--- config.mk ---
export PLATFORM = sky130hd
export DESIGN_NAME = axi_lite_dma_ctrl_slave
export DESIGN_NICKNAME = d
export VERILOG_FILES = /design/src/rtl/axi_lite_dma_pkg.sv /design/src/rtl/axi_lite_slave_if.sv /design/src/rtl/axi_lite_dma_ctrl_slave.sv
export SDC_FILE = /design/constraint.sdc
export NUM_CORES = 1
export LEC_CHECK = 0
export ABC_AREA = 1
export BUFFER_PORTS_ARGS = -buffer_cell sky130_fd_sc_hd__buf_4
export CELL_PAD_IN_SITES_DETAIL_PLACEMENT = 0
export CELL_PAD_IN_SITES_GLOBAL_PLACEMENT = 1
export CORE_AREA = 4 4 218 114
export DETAILED_ROUTE_END_ITERATION = 12
export DIE_AREA = 0 0 222 118
export PLACE_DENSITY_LB_ADDON = 0.05
export SLEW_MARGIN = 30
export SYNTH_ARGS = -nofsm -noshare
export SYNTH_HDL_FRONTEND = slang
export SYNTH_SLANG_ARGS = --single-unit
--- constraint.sdc ---
create_clock -name aclk -period 2.3 [get_ports aclk]
set_input_delay 0.345 -clock aclk [delete_from_list [all_inputs] [get_ports aclk]]
set_output_delay 0.345 -clock aclk [all_outputs]
set_load 0.1 [all_outputs]
--- src/rtl/axi_lite_dma_pkg.sv ---
// Shared definitions for the DMA control register slave: register map,
// STATUS bit positions, AXI response codes and handshake FSM states.
package axi_lite_dma_pkg;

  localparam logic [7:0] OFF_CTRL   = 8'h00;
  localparam logic [7:0] OFF_STATUS = 8'h04;
  localparam logic [7:0] OFF_SRC    = 8'h10;
  localparam logic [7:0] OFF_DST    = 8'h14;
  localparam logic [7:0] OFF_LEN    = 8'h18;

  localparam int STAT_DONE_BIT = 0;
  localparam int STAT_IDLE_BIT = 1;

  typedef enum logic [1:0] {
    RESP_OKAY   = 2'b00,
    RESP_SLVERR = 2'b10
  } resp_e;

  typedef enum logic {
    W_IDLE = 1'b0,
    W_RESP = 1'b1
  } wr_state_e;

  typedef enum logic {
    R_IDLE = 1'b0,
    R_DATA = 1'b1
  } rd_state_e;

  typedef enum logic [2:0] {
    SEL_CTRL   = 3'd0,
    SEL_STATUS = 3'd1,
    SEL_SRC    = 3'd2,
    SEL_DST    = 3'd3,
    SEL_LEN    = 3'd4,
    SEL_NONE   = 3'd5
  } reg_sel_e;

  function automatic logic [31:0] apply_wstrb(input logic [31:0] old_val,
                                              input logic [31:0] new_val,
                                              input logic [3:0]  strb);
    logic [31:0] res;
    res = old_val;
    for (int i = 0; i < 4; i++) begin
      if (strb[i]) begin
        res[8*i +: 8] = new_val[8*i +: 8];
      end else begin
        res[8*i +: 8] = old_val[8*i +: 8];
      end
    end
    return res;
  endfunction

endpackage

--- src/rtl/axi_lite_slave_if.sv ---
// AXI4-Lite handshake engine: collects AW/W in any order, issues one B per
// write, and answers reads one cycle after the AR handshake.
module axi_lite_slave_if
  import axi_lite_dma_pkg::*;
#(
  parameter int ADDR_WIDTH = 12,
  parameter int DATA_WIDTH = 32
) (
  input  logic                      aclk,
  input  logic                      aresetn,
  input  logic [ADDR_WIDTH-1:0]     s_axi_awaddr,
  input  logic                      s_axi_awvalid,
  output logic                      s_axi_awready,
  input  logic [DATA_WIDTH-1:0]     s_axi_wdata,
  input  logic [DATA_WIDTH/8-1:0]   s_axi_wstrb,
  input  logic                      s_axi_wvalid,
  output logic                      s_axi_wready,
  output logic [1:0]                s_axi_bresp,
  output logic                      s_axi_bvalid,
  input  logic                      s_axi_bready,
  input  logic [ADDR_WIDTH-1:0]     s_axi_araddr,
  input  logic                      s_axi_arvalid,
  output logic                      s_axi_arready,
  output logic [DATA_WIDTH-1:0]     s_axi_rdata,
  output logic [1:0]                s_axi_rresp,
  output logic                      s_axi_rvalid,
  input  logic                      s_axi_rready,
  output logic                      o_wr_en,
  output logic [ADDR_WIDTH-1:0]     o_wr_addr,
  output logic [DATA_WIDTH-1:0]     o_wr_data,
  output logic [DATA_WIDTH/8-1:0]   o_wr_strb,
  input  logic                      i_wr_err,
  output logic                      o_rd_en,
  output logic [ADDR_WIDTH-1:0]     o_rd_addr,
  input  logic [DATA_WIDTH-1:0]     i_rd_data,
  input  logic                      i_rd_err
);

  localparam int STRB_WIDTH = DATA_WIDTH / 8;

  wr_state_e               r_wr_state;
  rd_state_e               r_rd_state;
  logic                    r_awready, r_wready, r_bvalid;
  logic                    r_arready, r_rvalid;
  logic [1:0]              r_bresp, r_rresp;
  logic [DATA_WIDTH-1:0]   r_rdata;
  logic                    r_aw_held, r_w_held;
  logic [ADDR_WIDTH-1:0]   r_awaddr;
  logic [DATA_WIDTH-1:0]   r_wdata;
  logic [STRB_WIDTH-1:0]   r_wstrb;
  logic                    w_aw_hs, w_w_hs, w_ar_hs;

  // A held channel stands in for a live handshake when assembling the write
  always_comb begin
    w_aw_hs   = s_axi_awvalid & r_awready;
    w_w_hs    = s_axi_wvalid & r_wready;
    w_ar_hs   = s_axi_arvalid & r_arready;
    o_wr_en   = (r_wr_state == W_IDLE) & (r_aw_held | w_aw_hs) & (r_w_held | w_w_hs);
    o_wr_addr = r_aw_held ? r_awaddr : s_axi_awaddr;
    o_wr_data = r_w_held ? r_wdata : s_axi_wdata;
    o_wr_strb = r_w_held ? r_wstrb : s_axi_wstrb;
    o_rd_en   = w_ar_hs;
    o_rd_addr = s_axi_araddr;
  end

  // Write FSM
  always_ff @(posedge aclk) begin
    if (!aresetn) begin
      r_wr_state <= W_IDLE;
      r_awready  <= 1'b0;
      r_wready   <= 1'b0;
      r_bvalid   <= 1'b0;
      r_bresp    <= RESP_OKAY;
      r_aw_held  <= 1'b0;
      r_w_held   <= 1'b0;
      r_awaddr   <= '0;
      r_wdata    <= '0;
      r_wstrb    <= '0;
    end else begin
      case (r_wr_state)
        W_IDLE: begin
          if (o_wr_en) begin
            r_wr_state <= W_RESP;
            r_bvalid   <= 1'b1;
            r_bresp    <= i_wr_err ? RESP_SLVERR : RESP_OKAY;
            r_awready  <= 1'b0;
            r_wready   <= 1'b0;
            r_aw_held  <= 1'b0;
            r_w_held   <= 1'b0;
          end else begin
            if (w_aw_hs) begin
              r_aw_held <= 1'b1;
              r_awaddr  <= s_axi_awaddr;
            end
            if (w_w_hs) begin
              r_w_held <= 1'b1;
              r_wdata  <= s_axi_wdata;
              r_wstrb  <= s_axi_wstrb;
            end
            r_awready <= ~(r_aw_held | w_aw_hs);
            r_wready  <= ~(r_w_held | w_w_hs);
          end
        end
        W_RESP: begin
          if (s_axi_bready) begin
            r_wr_state <= W_IDLE;
            r_bvalid   <= 1'b0;
            r_awready  <= 1'b1;
            r_wready   <= 1'b1;
          end
        end
        default: begin
          r_wr_state <= W_IDLE;
          r_bvalid   <= 1'b0;
        end
      endcase
    end
  end

  // Read FSM
  always_ff @(posedge aclk) begin
    if (!aresetn) begin
      r_rd_state <= R_IDLE;
      r_arready  <= 1'b0;
      r_rvalid   <= 1'b0;
      r_rdata    <= '0;
      r_rresp    <= RESP_OKAY;
    end else begin
      case (r_rd_state)
        R_IDLE: begin
          if (w_ar_hs) begin
            r_rd_state <= R_DATA;
            r_rdata    <= i_rd_data;
            r_rresp    <= i_rd_err ? RESP_SLVERR : RESP_OKAY;
            r_rvalid   <= 1'b1;
            r_arready  <= 1'b0;
          end else begin
            r_arready <= 1'b1;
          end
        end
        R_DATA: begin
          if (s_axi_rready) begin
            r_rd_state <= R_IDLE;
            r_rvalid   <= 1'b0;
            r_arready  <= 1'b1;
          end
        end
        default: begin
          r_rd_state <= R_IDLE;
          r_rvalid   <= 1'b0;
        end
      endcase
    end
  end

  assign s_axi_awready = r_awready;
  assign s_axi_wready  = r_wready;
  assign s_axi_bvalid  = r_bvalid;
  assign s_axi_bresp   = r_bresp;
  assign s_axi_arready = r_arready;
  assign s_axi_rvalid  = r_rvalid;
  assign s_axi_rdata   = r_rdata;
  assign s_axi_rresp   = r_rresp;

endmodule

--- src/rtl/axi_lite_dma_ctrl_slave.sv ---
// Control/status register bank for the MM2S->S2MM copy engine behind an
// AXI4-Lite slave port: SRC/DST/LEN configuration, START pulse, DONE/IDLE.
module axi_lite_dma_ctrl_slave
  import axi_lite_dma_pkg::*;
#(
  parameter int ADDR_WIDTH = 12,
  parameter int DATA_WIDTH = 32,
  parameter int LEN_WIDTH  = 32
) (
  input  logic                    aclk,
  input  logic                    aresetn,
  input  logic [ADDR_WIDTH-1:0]   s_axi_awaddr,
  input  logic                    s_axi_awvalid,
  output logic                    s_axi_awready,
  input  logic [31:0]             s_axi_wdata,
  input  logic [3:0]              s_axi_wstrb,
  input  logic                    s_axi_wvalid,
  output logic                    s_axi_wready,
  output logic [1:0]              s_axi_bresp,
  output logic                    s_axi_bvalid,
  input  logic                    s_axi_bready,
  input  logic [ADDR_WIDTH-1:0]   s_axi_araddr,
  input  logic                    s_axi_arvalid,
  output logic                    s_axi_arready,
  output logic [31:0]             s_axi_rdata,
  output logic [1:0]              s_axi_rresp,
  output logic                    s_axi_rvalid,
  input  logic                    s_axi_rready,
  output logic                    start_o,
  output logic [31:0]             src_addr_o,
  output logic [31:0]             dst_addr_o,
  output logic [LEN_WIDTH-1:0]    len_o,
  input  logic                    done_i
);

  logic                    w_wr_en, w_wr_err, w_rd_en, w_rd_err;
  logic [ADDR_WIDTH-1:0]   w_wr_addr, w_rd_addr;
  logic [31:0]             w_wr_data, w_rd_data;
  logic [3:0]              w_wr_strb;
  reg_sel_e                w_wr_sel, w_rd_sel;

  logic [31:0]             r_src, r_dst;
  logic [LEN_WIDTH-1:0]    r_len;
  logic                    r_done, r_idle, r_start;

  // Only word-aligned offsets inside the low 256 bytes are mapped
  function automatic reg_sel_e decode(input logic [ADDR_WIDTH-1:0] a);
    reg_sel_e sel;
    if (a[ADDR_WIDTH-1:8] == '0) begin
      case (a[7:0])
        OFF_CTRL:   sel = SEL_CTRL;
        OFF_STATUS: sel = SEL_STATUS;
        OFF_SRC:    sel = SEL_SRC;
        OFF_DST:    sel = SEL_DST;
        OFF_LEN:    sel = SEL_LEN;
        default:    sel = SEL_NONE;
      endcase
    end else begin
      sel = SEL_NONE;
    end
    return sel;
  endfunction

  axi_lite_slave_if #(
    .ADDR_WIDTH (ADDR_WIDTH),
    .DATA_WIDTH (DATA_WIDTH)
  ) u_if (
    .aclk          (aclk),
    .aresetn       (aresetn),
    .s_axi_awaddr  (s_axi_awaddr),
    .s_axi_awvalid (s_axi_awvalid),
    .s_axi_awready (s_axi_awready),
    .s_axi_wdata   (s_axi_wdata),
    .s_axi_wstrb   (s_axi_wstrb),
    .s_axi_wvalid  (s_axi_wvalid),
    .s_axi_wready  (s_axi_wready),
    .s_axi_bresp   (s_axi_bresp),
    .s_axi_bvalid  (s_axi_bvalid),
    .s_axi_bready  (s_axi_bready),
    .s_axi_araddr  (s_axi_araddr),
    .s_axi_arvalid (s_axi_arvalid),
    .s_axi_arready (s_axi_arready),
    .s_axi_rdata   (s_axi_rdata),
    .s_axi_rresp   (s_axi_rresp),
    .s_axi_rvalid  (s_axi_rvalid),
    .s_axi_rready  (s_axi_rready),
    .o_wr_en       (w_wr_en),
    .o_wr_addr     (w_wr_addr),
    .o_wr_data     (w_wr_data),
    .o_wr_strb     (w_wr_strb),
    .i_wr_err      (w_wr_err),
    .o_rd_en       (w_rd_en),
    .o_rd_addr     (w_rd_addr),
    .i_rd_data     (w_rd_data),
    .i_rd_err      (w_rd_err)
  );

  // Address decode and read mux; reads see the register values before any same-edge write
  always_comb begin
    w_wr_sel  = decode(w_wr_addr);
    w_rd_sel  = decode(w_rd_addr);
    w_wr_err  = (w_wr_sel == SEL_NONE);
    w_rd_data = '0;
    w_rd_err  = 1'b0;
    if (w_rd_en) begin
      case (w_rd_sel)
        SEL_CTRL:   w_rd_data = '0;
        SEL_STATUS: begin
          w_rd_data[STAT_DONE_BIT] = r_done;
          w_rd_data[STAT_IDLE_BIT] = r_idle;
        end
        SEL_SRC:    w_rd_data = r_src;
        SEL_DST:    w_rd_data = r_dst;
        SEL_LEN:    w_rd_data = 32'(r_len);
        default:    w_rd_err  = 1'b1;
      endcase
    end else begin
      w_rd_data = '0;
      w_rd_err  = 1'b0;
    end
  end

  // Register bank; done_i is applied last so it overrides a same-edge DONE clear
  always_ff @(posedge aclk) begin
    if (!aresetn) begin
      r_src   <= '0;
      r_dst   <= '0;
      r_len   <= '0;
      r_done  <= 1'b0;
      r_idle  <= 1'b1;
      r_start <= 1'b0;
    end else begin
      r_start <= 1'b0;
      if (w_wr_en) begin
        case (w_wr_sel)
          SEL_CTRL: begin
            if (w_wr_strb[0] && w_wr_data[0] && r_idle) begin
              r_start <= 1'b1;
              r_idle  <= 1'b0;
              r_done  <= 1'b0;
            end
          end
          SEL_STATUS: begin
            if (w_wr_strb[0] && w_wr_data[STAT_DONE_BIT]) begin
              r_done <= 1'b0;
            end
          end
          SEL_SRC: r_src <= apply_wstrb(r_src, w_wr_data, w_wr_strb);
          SEL_DST: r_dst <= apply_wstrb(r_dst, w_wr_data, w_wr_strb);
          SEL_LEN: r_len <= LEN_WIDTH'(apply_wstrb(32'(r_len), w_wr_data, w_wr_strb));
          default: ;
        endcase
      end
      if (done_i) begin
        r_done <= 1'b1;
        r_idle <= 1'b1;
      end
    end
  end

  assign start_o    = r_start;
  assign src_addr_o = r_src;
  assign dst_addr_o = r_dst;
  assign len_o      = r_len;

endmodule

==> summary.md, run 1 <==
| Metric | Value |
|---|---|
| Result of the run | `completed` |
| Pin count of the biggest net entering global routing | `72` |
| Most common cell after layout, fill and taps aside | `sky130_fd_sc_hd__nand2_1` |
| Max Freq | `0.478 GHz` |
| Vias in the first global route | `7590` |
| Count of hold-fix buffers inserted at cts | `0` |
| Input/output buffers | `203` |
| Headroom to the max-slew limit | `49.8%` |
| Gr ovfl total | `0` |
| Transition time of the tightest slew-check pin | `745 ps` |
| Initial core utilization | `36.8%` |
| Number of search-and-repair iterations in the first detailed-routing pass | `5` |
| Detailed Route Iter0 Violations | `638` |
| Wire length of the first global-routing pass | `44300 um` |
| Num ports | `206` |
| Clock tree skew after final layout | `8.08 ps` |
| Top cell type's share of synthesized area | `45.7%` |
| Layout area overhead | `33.3%` |
| Worst-path cell chain | `inv_2, nand2_1, nand2_1, nand2_2, nor2_4, a21oi_1, buf_4, inv_1, nand3_1, buf_4, o21ai_0, a21oi_1` |
| Clock Latency Late Sink | `440 ps` |
| Most area-hungry cell type in the Yosys netlist | `sky130_fd_sc_hd__dfxtp_1` |
| Total of endpoints with negative setup slack in the final report | `0` |
| Total CTS buffers | `17` |
| Final Hold Vio Count | `0` |
| Reg2Reg Depth | `12` |
| Final weighted congestion in routability-driven placement | `0.839` |
| Critical path required time | `2630 ps` |
| Worst-path cell with the longest stage delay | `sky130_fd_sc_hd__dfxtp_4` |
| Dominant delay contributor by cell family on the critical path | `buffers and inverters` |
| Leading post-synthesis cells by cell area | `sky130_fd_sc_hd__dfxtp_1 46%, sky130_fd_sc_hd__nand2_1 11%, sky130_fd_sc_hd__a21oi_1 9.4%` |
| Data arrival at the endpoint of the critical path | `2420 ps` |
| Std-Cell Core Area | `22600 um2` |
| Final worst path period share | `90.9%` |
| Detailed-route wire length | `28800 um` |
| Number of design rule violations left after detail routing | `0` |
| Final Power | `7.55 mW` |
| Final ANT Viol Nets | `0` |
| Number of H-tree branching levels | `4` |
| Layout Nets | `1472` |
| Instance count on the critical path | `12` |
| Root buffer selected by CTS | `sky130_fd_sc_hd__clkbuf_16` |
| Maximum clock path buffer count | `2` |
| Number of distinct library cells after synthesis | `25` |
| Endpoint class of the critical path | `flop` |
| Synth Cell Area | `8330 um2` |
| Yosys warns | `0` |
| Die Y | `118 um` |
| Number of antenna violations at the first check in global routing | `0` |
| Largest voltage drop on the vdd net | `457 uV` |
| Power density over the cells | `680 nW/um2` |
| Pins Over Slew Limit | `0` |
| Proportion of layout cells with a drive suffix above 1 | `22.2%` |
| Final HPWL from detailed placement | `21400 um` |
| Average via count per standard cell | `4.83` |
| Max incr delay on CP | `390 ps` |
| Min cycle time layout | `2090 ps` |
| Horizontal die dimension | `222 um` |
| Static leakage | `4.62 nW` |
| Gr busiest metal | `met2` |
| Total negative slack for setup checks | `0 ps` |
| Commonest cells after routing, fill and taps aside | `244 x sky130_fd_sc_hd__nand2_1, 239 x sky130_fd_sc_hd__buf_4, 186 x sky130_fd_sc_hd__dfxtp_1, 157 x sky130_fd_sc_hd__a21oi_1, 148 x sky130_fd_sc_hd__o21ai_0` |
| Number of violations of the max-capacitance limit | `0` |
| Clock slew seen by the registers of the worst setup and hold paths | `70 ps` |
| GR met3 Demand/Resource | `4.71%` |
| Number of clock sinks seen by CTS | `190` |
| Met2 track demand over resource | `31.7%` |
| Area of placed instances | `10400 um2` |
| Number of flip-flops and latches in the synthesized netlist | `190` |
| Worst hold path class | `in2reg` |
| Cell count after synthesis | `1203` |
| Die area | `26200 um2` |
| Synth Area per Inst | `6.92 um2` |
| CP Max Fanout | `16` |
| Startpoint type of the worst setup path | `flop` |
| Startpoint-to-endpoint class of the critical path | `reg2reg` |
| GRT Resource Usage Total | `21.5%` |
| Buffer and inverter count on the worst path | `4` |
| Number of rows in the core area | `39` |
| # diodes | `0` |
| WL per Instance | `16.7 um` |
| Clock tree from TritonCTS | `built` |
| Final design instance area without fill | `11100 um2` |
| Met1 Use GR | `31.4%` |
| Unrepaired setup endpoints after global routing | `false` |
| Hold depth | `2` |
| Total vias in the final route | `8323` |
| Portion of the post-synthesis area used by sequential elements | `45.7%` |
synthesized netlist by cell type:
| cell | number |
|---|---|
| sky130_fd_sc_hd__o21a_1 | 1 |
| sky130_fd_sc_hd__nor3_2 | 1 |
| sky130_fd_sc_hd__dfxtp_1 | 190 |
| sky130_fd_sc_hd__nor2_4 | 5 |
| sky130_fd_sc_hd__buf_1 | 9 |
| sky130_fd_sc_hd__a211oi_1 | 1 |
| sky130_fd_sc_hd__buf_4 | 6 |
| sky130_fd_sc_hd__nor2_2 | 3 |
| sky130_fd_sc_hd__nor3_1 | 2 |
| sky130_fd_sc_hd__nand2_2 | 9 |
| sky130_fd_sc_hd__conb_1 | 1 |
| sky130_fd_sc_hd__nand2_1 | 247 |
| sky130_fd_sc_hd__buf_2 | 10 |
| sky130_fd_sc_hd__o21ai_0 | 148 |
| sky130_fd_sc_hd__a21oi_1 | 157 |
| sky130_fd_sc_hd__clkinv_1 | 2 |
| sky130_fd_sc_hd__o211ai_1 | 31 |
| sky130_fd_sc_hd__o221a_2 | 1 |
| sky130_fd_sc_hd__nand3_1 | 54 |
| sky130_fd_sc_hd__inv_2 | 5 |
| sky130_fd_sc_hd__nand4_1 | 5 |
| sky130_fd_sc_hd__clkbuf_1 | 44 |
| sky130_fd_sc_hd__a211oi_4 | 1 |
| sky130_fd_sc_hd__nor2_1 | 129 |
| sky130_fd_sc_hd__inv_1 | 141 |
cell families (layout without fill, tap and decap cells):
logic type             Yosys count  after routing  share of synthesized area, %
AND/OR/NAND/NOR                455            455                          22.4
other                            1              2                        0.0450
AO/OA/AOI/OAI                  340            340                          21.7
flip-flops                     190            190                          45.7
buffers and inverters          217            430                          10.2
timing repair:
item | 4_1_cts | 5_1_grt
gates resized for setup | 2 | 6
endpoints found under the setup margin | 32 | 40
hold endpoints to repair | 0 | 0
buffers inserted | 0 | 1
pin swaps | 0 | 2
routing by layer:
layer	routed length (um)	part of all wire, %
met4	406	1.4
met1	14600	51
met2	12300	43
met3	1500	5.2
met5	0	0
cell type report:
class,count,area [um2]
inverters,148,556
fillers,2355,11500
clock buffers,22,464
multi-input cells,797,3710
well taps,307,384
repair buffers,250,2010
flip-flops and latches,190,3810
clock inverters,10,161
final timing paths:
kind                             to              from  slack, ps
setup reg to reg     dst_addr_o[16]    u_if.r_aw_held        210
setup / recovery     dst_addr_o[16]    u_if.r_aw_held        210
hold reg to reg    u_if.r_awaddr[2]  u_if.r_awaddr[2]        450
hold / removal    u_if.s_axi_rvalid      s_axi_rready         90
worst register-to-register path, stage by stage (launching register included):
cell and delay, ps:
sky130_fd_sc_hd__dfxtp_4 390, sky130_fd_sc_hd__inv_2 130, sky130_fd_sc_hd__nand2_1 70, sky130_fd_sc_hd__nand2_1 120, sky130_fd_sc_hd__nand2_2 80, sky130_fd_sc_hd__nor2_4 160
sky130_fd_sc_hd__a21oi_1 110, sky130_fd_sc_hd__buf_4 160, sky130_fd_sc_hd__inv_1 170, sky130_fd_sc_hd__nand3_1 110, sky130_fd_sc_hd__buf_4 210, sky130_fd_sc_hd__o21ai_0 210
sky130_fd_sc_hd__a21oi_1 70
report_power, final:
part	internal (mW)	leakage (nW)	switching (mW)	total, mW
combinational	0.307	2.78	0.637	0.944
clock	1.88	0.296	1.31	3.18
sequential	3.38	1.54	0.0398	3.42
metrics by stage:
stage	worst slack, ps	utilization [%]	instances	hold slack (ps)
2_1_floorplan	115	-	1204	424
6_report	209	49.0	1724	90.1
3_3_place_gp	7.01	46.1	1691	435
5_1_grt	17.7	49.0	1724	77.6
3_5_place_dp	-154	46.1	1691	439
4_1_cts	125	48.9	1723	65.4
flip-flops by register name, indices dropped and copies added, names as in the netlist, 4 cells and up:
name	flops
u_if.r_wstrb	4
u_if.r_wdata	32
u_if.r_awaddr	12
dst_addr_o	32
src_addr_o	32
u_if.s_axi_rdata	32
len_o	32
(Power assumes the default switching activity.)
==> inputs of run 2 (changes only) <==
--- a/config.mk
+++ b/config.mk
@@ -6,6 +6,7 @@
 export NUM_CORES = 1
 export LEC_CHECK = 0
 export ABC_AREA = 1
+export ABC_CLOCK_PERIOD_IN_PS = 2380
 export BUFFER_PORTS_ARGS = -buffer_cell sky130_fd_sc_hd__buf_4
 export CELL_PAD_IN_SITES_DETAIL_PLACEMENT = 0
 export CELL_PAD_IN_SITES_GLOBAL_PLACEMENT = 1
==> constraint.sdc (replaced) <==
create_clock -name aclk -period 2.38 [get_ports aclk]
set_input_delay 0.357 -clock aclk [delete_from_list [all_inputs] [get_ports aclk]]
set_output_delay 0.357 -clock aclk [all_outputs]
set_load 0.1 [all_outputs]
==> run 2 against run 1 <==
- power down 3.0%
- combinational power decreased by 6.4%
- critical path depth is 1 lower
- worst hold slack improved by 13 ps
- sequential share of layout area up 0.39 points
- first-iteration DRC count is 0.94% lower
- largest cell class unchanged
- clock power decreased by 1%
==> summary.md, run 2 (synthesis results as in run 1) <==
| Metric | Value |
|---|---|
| Result of the run | `completed` |
| Final Hold Vio Count | `0` |
| Hold slack | `103 ps` |
| Number of clock sinks seen by CTS | `190` |
| Startpoint-to-endpoint class of the critical path | `reg2reg` |
| Average via count per standard cell | `4.82` |
| Commonest cells after routing, fill and taps aside | `244 x sky130_fd_sc_hd__nand2_1, 235 x sky130_fd_sc_hd__buf_4, 186 x sky130_fd_sc_hd__dfxtp_1, 156 x sky130_fd_sc_hd__a21oi_1, 148 x sky130_fd_sc_hd__o21ai_0` |
| Proportion of layout cells with a drive suffix above 1 | `21.5%` |
| Horizontal die dimension | `222 um` |
| Unrepaired setup endpoints after global routing | `false` |
| Max Freq | `0.476 GHz` |
| Gr ovfl total | `0` |
| Min cycle time layout | `2100 ps` |
| Number of design rule violations left after detail routing | `0` |
| Buffer and inverter count on the worst path | `4` |
| Pins Over Slew Limit | `0` |
| Clock slew seen by the registers of the worst setup and hold paths | `70 ps` |
| Setup slack of the critical path after layout | `281 ps` |
| Data arrival at the endpoint of the critical path | `2430 ps` |
| Initial core utilization | `36.8%` |
| Detailed Route Iter0 Violations | `632` |
| Clock tree skew after final layout | `9.39 ps` |
| Critical path required time | `2710 ps` |
| WL per Instance | `16.6 um` |
| Number of antenna violations at the first check in global routing | `0` |
| Met3 wire length | `1550 um` |
| Maximum clock path buffer count | `2` |
| Num ports | `206` |
| Pin count of the biggest net entering global routing | `99` |
| GRT Resource Usage Total | `21.3%` |
| Wire length of the first global-routing pass | `43800 um` |
| Final worst path period share | `88.2%` |
| Final HPWL from detailed placement | `20900 um` |
| Largest voltage drop on the vdd net | `548 uV` |
| Startpoint type of the worst setup path | `flop` |
| CP Max Fanout | `16` |
| Transition time of the tightest slew-check pin | `732 ps` |
| Worst-path cell chain | `a21oi_1, nor2_1, inv_1, nor2_2, buf_4, nand2_1, inv_2, nand3_1, buf_4, o21ai_0, a21oi_1` |
| Clock Latency Late Sink | `450 ps` |
| Post-Place Setup Slack | `-122 ps` |
| # diodes | `0` |
| Number of rows in the core area | `39` |
| Total vias in the final route | `8263` |
| Clock tree from TritonCTS | `built` |
| Max incr delay on CP | `440 ps` |
| Layout Nets | `1463` |
| Dominant delay contributor by cell family on the critical path | `buffers and inverters` |
| Total of endpoints with negative setup slack in the final report | `0` |
| Die Y | `118 um` |
| Worst-path cell with the longest stage delay | `sky130_fd_sc_hd__dfxtp_2` |
| Std-Cell Core Area | `22600 um2` |
| Power density over the cells | `668 nW/um2` |
| Headroom to the max-slew limit | `50.7%` |
| Number of search-and-repair iterations in the first detailed-routing pass | `5` |
| Number of violations of the max-capacitance limit | `0` |
| Vias in the first global route | `7492` |
| Count of hold-fix buffers inserted at cts | `0` |
| Most common cell after layout, fill and taps aside | `sky130_fd_sc_hd__nand2_1` |
| Total CTS buffers | `17` |
| Met1 layer wirelength in the final routing | `14500 um` |
| Detailed-route wire length | `28500 um` |
| Static leakage | `4.56 nW` |
| Input/output buffers | `203` |
| Number of H-tree branching levels | `4` |
| Worst hold path class | `in2reg` |
| Root buffer selected by CTS | `sky130_fd_sc_hd__clkbuf_16` |
| Final ANT Viol Nets | `0` |
| Top Metal Used | `met4` |
| Die area | `26200 um2` |
| Final weighted congestion in routability-driven placement | `0.800` |
| WL met2 | `12100 um` |
| Endpoint class of the critical path | `flop` |
| Layout area overhead | `31.7%` |
## run 2: area by class of cell
type,count,area [um2]
multi-input cells,797,3700
well taps,307,384
clock buffers,23,468
flip-flops and latches,190,3810
fillers,2367,11700
clock inverters,7,160
inverters,148,556
repair buffers,241,1880
## run 2: through the flow
| step | cells | setup TNS, ps | power (mW) | util (%) | instance area (um2) |
|---|---|---|---|---|---|
| 2_1_floorplan | 1204 | 0 | 3.91 | - | 8330 |
| 3_3_place_gp | 1683 | 0 | 4.25 | 45.6 | 10300 |
| 3_5_place_dp | 1683 | -3200 | 4.26 | 45.6 | 10300 |
| 4_1_cts | 1713 | 0 | 7.40 | 48.4 | 11000 |
| 5_1_grt | 1713 | 0 | 7.64 | 48.4 | 11000 |
| 6_report | 1713 | 0 | 7.33 | 48.4 | 11000 |
## run 2: where the power goes
part / switching, mW / total (mW) / internal [mW] / leakage, nW
Combinational: 0.606 / 0.884 / 0.278 / 2.72
Sequential: 0.0363 / 3.31 / 3.27 / 1.54
Clock: 1.23 / 3.14 / 1.91 / 0.307
Total: 1.87 / 7.33 / 5.45 / 4.56
## run 2: what timing repair did
action / 4_1_cts / 5_1_grt
pin swaps: 0 / 1
setup buffers: 0 / 0
endpoints found under the setup margin: 32 / 87
resized for setup: 1 / 5
## run 2: final timing paths
| check | from | end | slack (ps) | cells after the start |
|---|---|---|---|---|
| min reg2reg | u_if.r_awaddr[2] | u_if.r_awaddr[2] | 450 | 2 |
| max | u_if.r_aw_held | dst_addr_o[5] | 280 | 11 |
| max reg2reg | u_if.r_aw_held | dst_addr_o[5] | 280 | 11 |
| min | s_axi_rready | u_if.s_axi_rvalid | 100 | 2 |
## run 2: routing by layer
metal  up-vias  GRT usage, %
met5         -             0
met4         0          4.96
met3        22          6.13
met2       186          31.0
met1      3799          31.0
li1       4256             -
## run 2: worst register-to-register path, cell delays in order, from the launching register on
cell                      delay (ps)
sky130_fd_sc_hd__dfxtp_2         440
sky130_fd_sc_hd__a21oi_1         120
sky130_fd_sc_hd__nor2_1          100
sky130_fd_sc_hd__inv_1            60
sky130_fd_sc_hd__nor2_2           90
sky130_fd_sc_hd__buf_4           190
sky130_fd_sc_hd__nand2_1         160
sky130_fd_sc_hd__inv_2           250
sky130_fd_sc_hd__nand3_1         110
sky130_fd_sc_hd__buf_4           210
sky130_fd_sc_hd__o21ai_0         190
sky130_fd_sc_hd__a21oi_1          60
==> inputs of run 3 (changes only) <==
--- a/config.mk
+++ b/config.mk
@@ -10,11 +10,12 @@
 export BUFFER_PORTS_ARGS = -buffer_cell sky130_fd_sc_hd__buf_4
 export CELL_PAD_IN_SITES_DETAIL_PLACEMENT = 0
 export CELL_PAD_IN_SITES_GLOBAL_PLACEMENT = 1
-export CORE_AREA = 4 4 218 114
+export CORE_AREA = 4 4 223 116
 export DETAILED_ROUTE_END_ITERATION = 12
-export DIE_AREA = 0 0 222 118
+export DIE_AREA = 0 0 227 120
 export PLACE_DENSITY_LB_ADDON = 0.05
 export SLEW_MARGIN = 30
 export SYNTH_ARGS = -nofsm -noshare
 export SYNTH_HDL_FRONTEND = slang
+export SYNTH_HIERARCHICAL = 1
 export SYNTH_SLANG_ARGS = --single-unit
==> run 3 against run 2 <==
- global-route usage increased by 0.92 points
- routed wire length increased by 7.8%
- synthesized cell count increased by 12%
- cell count increased by 8.1%
- critical path depth increased by 1
- clock skew decreased by 4.4 ps
- critical path type unchanged
==> summary.md, run 3 <==
| Metric | Value |
|---|---|
| Std-Cell Core Area | `23800 um2` |
| Root buffer selected by CTS | `sky130_fd_sc_hd__clkbuf_16` |
| WL per Instance | `16.6 um` |
| Initial core utilization | `37.9%` |
| Final ANT Viol Nets | `0` |
| Number of H-tree branching levels | `4` |
| Final weighted congestion in routability-driven placement | `0.820` |
| Final HPWL from detailed placement | `22200 um` |
| Top cell type's share of synthesized area | `42.3%` |
| Synth Cell Area | `9000 um2` |
| Number of search-and-repair iterations in the first detailed-routing pass | `5` |
| Critical path required time | `2710 ps` |
| Final Hold Vio Count | `0` |
| Total CTS buffers | `17` |
| Clock tree from TritonCTS | `built` |
| Portion of the post-synthesis area used by sequential elements | `42.3%` |
| Maximum clock path buffer count | `2` |
| Data arrival at the endpoint of the critical path | `2530 ps` |
| Largest voltage drop on the vdd net | `346 uV` |
| CP Max Fanout | `26` |
| Pins Over Slew Limit | `0` |
| Static leakage | `5.21 nW` |
| Number of violations of the max-capacitance limit | `0` |
| Proportion of layout cells with a drive suffix above 1 | `20.6%` |
| Most common cell after layout, fill and taps aside | `sky130_fd_sc_hd__nand2_1` |
| Commonest cells post-synth | `278 x sky130_fd_sc_hd__nand2_1, 253 x sky130_fd_sc_hd__nor2_1, 190 x sky130_fd_sc_hd__dfxtp_1` |
| Horizontal die dimension | `227 um` |
| Worst setup path startpoint | `u_if/r_aw_held` |
| Worst r2r src | `u_if/r_aw_held` |
| Most area-hungry cell type in the Yosys netlist | `sky130_fd_sc_hd__dfxtp_1` |
| Core Util, Final | `48.0%` |
| Die Y | `120 um` |
| Power density over the cells | `655 nW/um2` |
| Detailed Route Iter0 Violations | `885` |
| Clock slew seen by the registers of the worst setup and hold paths | `70 ps` |
| Result of the run | `completed` |
| # diodes | `0` |
| Number of clock sinks seen by CTS | `190` |
| Proportion of synthesized flip-flops having asynchronous set or reset | `0%` |
| Input/output buffers | `203` |
| Number of distinct library cells after synthesis | `32` |
| Total of endpoints with negative setup slack in the final report | `0` |
| Leading post-synthesis cells by cell area | `sky130_fd_sc_hd__dfxtp_1 42%, sky130_fd_sc_hd__nand2_1 12%, sky130_fd_sc_hd__nor2_1 11%` |
| Die area | `27200 um2` |
| Final worst path period share | `92.6%` |
| Flip-flop cell with the highest count after synthesis | `sky130_fd_sc_hd__dfxtp_1` |
| Min cycle time layout | `2200 ps` |
| Total vias in the final route | `9000` |
| Clock Latency Late Sink | `440 ps` |
| Gr ovfl total | `0` |
| Max Freq | `0.454 GHz` |
| Startpoint-to-endpoint class of the critical path | `reg2reg` |
| Wire length of the first global-routing pass | `46900 um` |
| Number of design rule violations left after detail routing | `0` |
| Number of rows in the core area | `40` |
| Headroom to the max-slew limit | `43.4%` |
| Cells after DPL | `1816` |
| Cell count after synthesis | `1352` |
| Synth Area per Inst | `6.66 um2` |
| Worst hold path class | `in2reg` |
| Transition time of the tightest slew-check pin | `840 ps` |
| Yosys warns | `6` |
| Startpoint type of the worst setup path | `flop` |
| Number of antenna violations at the first check in global routing | `0` |
| Number of standard cells in the layout, taps in and fillers out | `1851` |
| Most common cell in the netlist | `sky130_fd_sc_hd__nand2_1` |
| Commonest cells after routing, fill and taps aside | `278 x sky130_fd_sc_hd__nand2_1, 252 x sky130_fd_sc_hd__nor2_1, 226 x sky130_fd_sc_hd__buf_4, 187 x sky130_fd_sc_hd__dfxtp_1, 140 x sky130_fd_sc_hd__o21ai_0` |
| Num ports | `206` |
| Average via count per standard cell | `4.86` |
| Pin count of the biggest net entering global routing | `71` |
| Detailed-route wire length | `30700 um` |
| Endpoint class of the critical path | `flop` |
| GRT Resource Usage Total | `22.2%` |
| Clock tree skew after final layout | `4.98 ps` |
| Layout area overhead | `26.8%` |
| Number of enable flip-flop cells after synthesis | `0` |
| Unrepaired setup endpoints after global routing | `true` |
| Count of hold-fix buffers inserted at cts | `0` |
| Hold path start | `done_i` |
| Vias in the first global route | `8026` |
| Number of flip-flops and latches in the synthesized netlist | `190` |
| Layout Nets | `1591` |
==> run 3: changes by cell type after synthesis, sizes merged, moves of 14 or more <==
cell / delta
nor2: +128
nand3: +84
a21oi: -83
o211ai: -31
buf: +30
nand2: +29
clkbuf: -14
==> run 3: final timing paths <==
| path | endpoint | slack, ps | cells after the start |
|---|---|---|---|
| max | len_o[12] | 180 | 12 |
| min | r_idle | 150 | 3 |
| max reg2reg | len_o[12] | 180 | 12 |
| min reg2reg | dst_addr_o[17] | 460 | 2 |
==> run 3: report_power, final <==
| part | internal [mW] | switching [mW] |
|---|---|---|
| registers | 3.31 | 0.0698 |
| clock network | 1.63 | 1.27 |
| logic | 0.313 | 0.892 |
| total | 5.25 | 2.23 |
==> run 3: cell type report <==
type | count | area, um2
Clock buffer | 22 | 474
Tap cell | 315 | 394
Timing Repair Buffer | 236 | 1900
Inverter | 149 | 572
Fill cell | 2479 | 12400
Multi-Input combinational cell | 929 | 4160
Sequential cell | 190 | 3810
Clock inverter | 10 | 113
==> run 3: through the flow <==
stage | cell area (um2) | TNS [ps] | hold WS (ps) | setup slack [ps] | total power [mW]
3_3_place_gp | 10800 | 0 | 447 | 111 | 4.64
6_report | 11400 | 0 | 145 | 176 | 7.48
5_1_grt | 11400 | -27.6 | 156 | -13.4 | 7.81
3_5_place_dp | 10800 | 0 | 453 | 49.8 | 4.65
2_1_floorplan | 9010 | 0 | 439 | 184 | 4.33
4_1_cts | 11400 | 0 | 118 | 31.4 | 7.56
==> run 3: layer usage <==
| metal | vias up | wire [um] | GRT usage (%) |
|---|---|---|---|
| met5 | - | 0 | 0 |
| met4 | 0 | 262 | 4.34 |
| met3 | 19 | 1640 | 4.16 |
| met2 | 228 | 12700 | 31.6 |
| met1 | 4153 | 16100 | 34.6 |
| li1 | 4600 | - | - |
==> run 3: cells by family after synthesis <==
family | Yosys count | share of synthesized area, %
compound gates | 232 | 13.1
buf+inv | 234 | 11.7
flops | 190 | 42.3
other cells | 1 | 0.0417
simple gates | 695 | 32.9
==> run 3: repair_timing <==
action	in CTS	in global routing
endpoints found under the setup margin	0	68
setup buffers	0	3
gates resized for setup	0	12
==> run 3: worst max-delay path: stages (launching register included) <==
cell and delay, ps:
sky130_fd_sc_hd__dfxtp_1 350, sky130_fd_sc_hd__buf_12 160, sky130_fd_sc_hd__nand2_1 60, sky130_fd_sc_hd__o21ai_0 60, sky130_fd_sc_hd__inv_1 50, sky130_fd_sc_hd__nand2_1 120
sky130_fd_sc_hd__nor2_2 60, sky130_fd_sc_hd__nand2_2 130, sky130_fd_sc_hd__nand2_1 80, sky130_fd_sc_hd__nand2_1 350, sky130_fd_sc_hd__nand3_2 310, sky130_fd_sc_hd__o21ai_0 270
sky130_fd_sc_hd__nor2_1 60
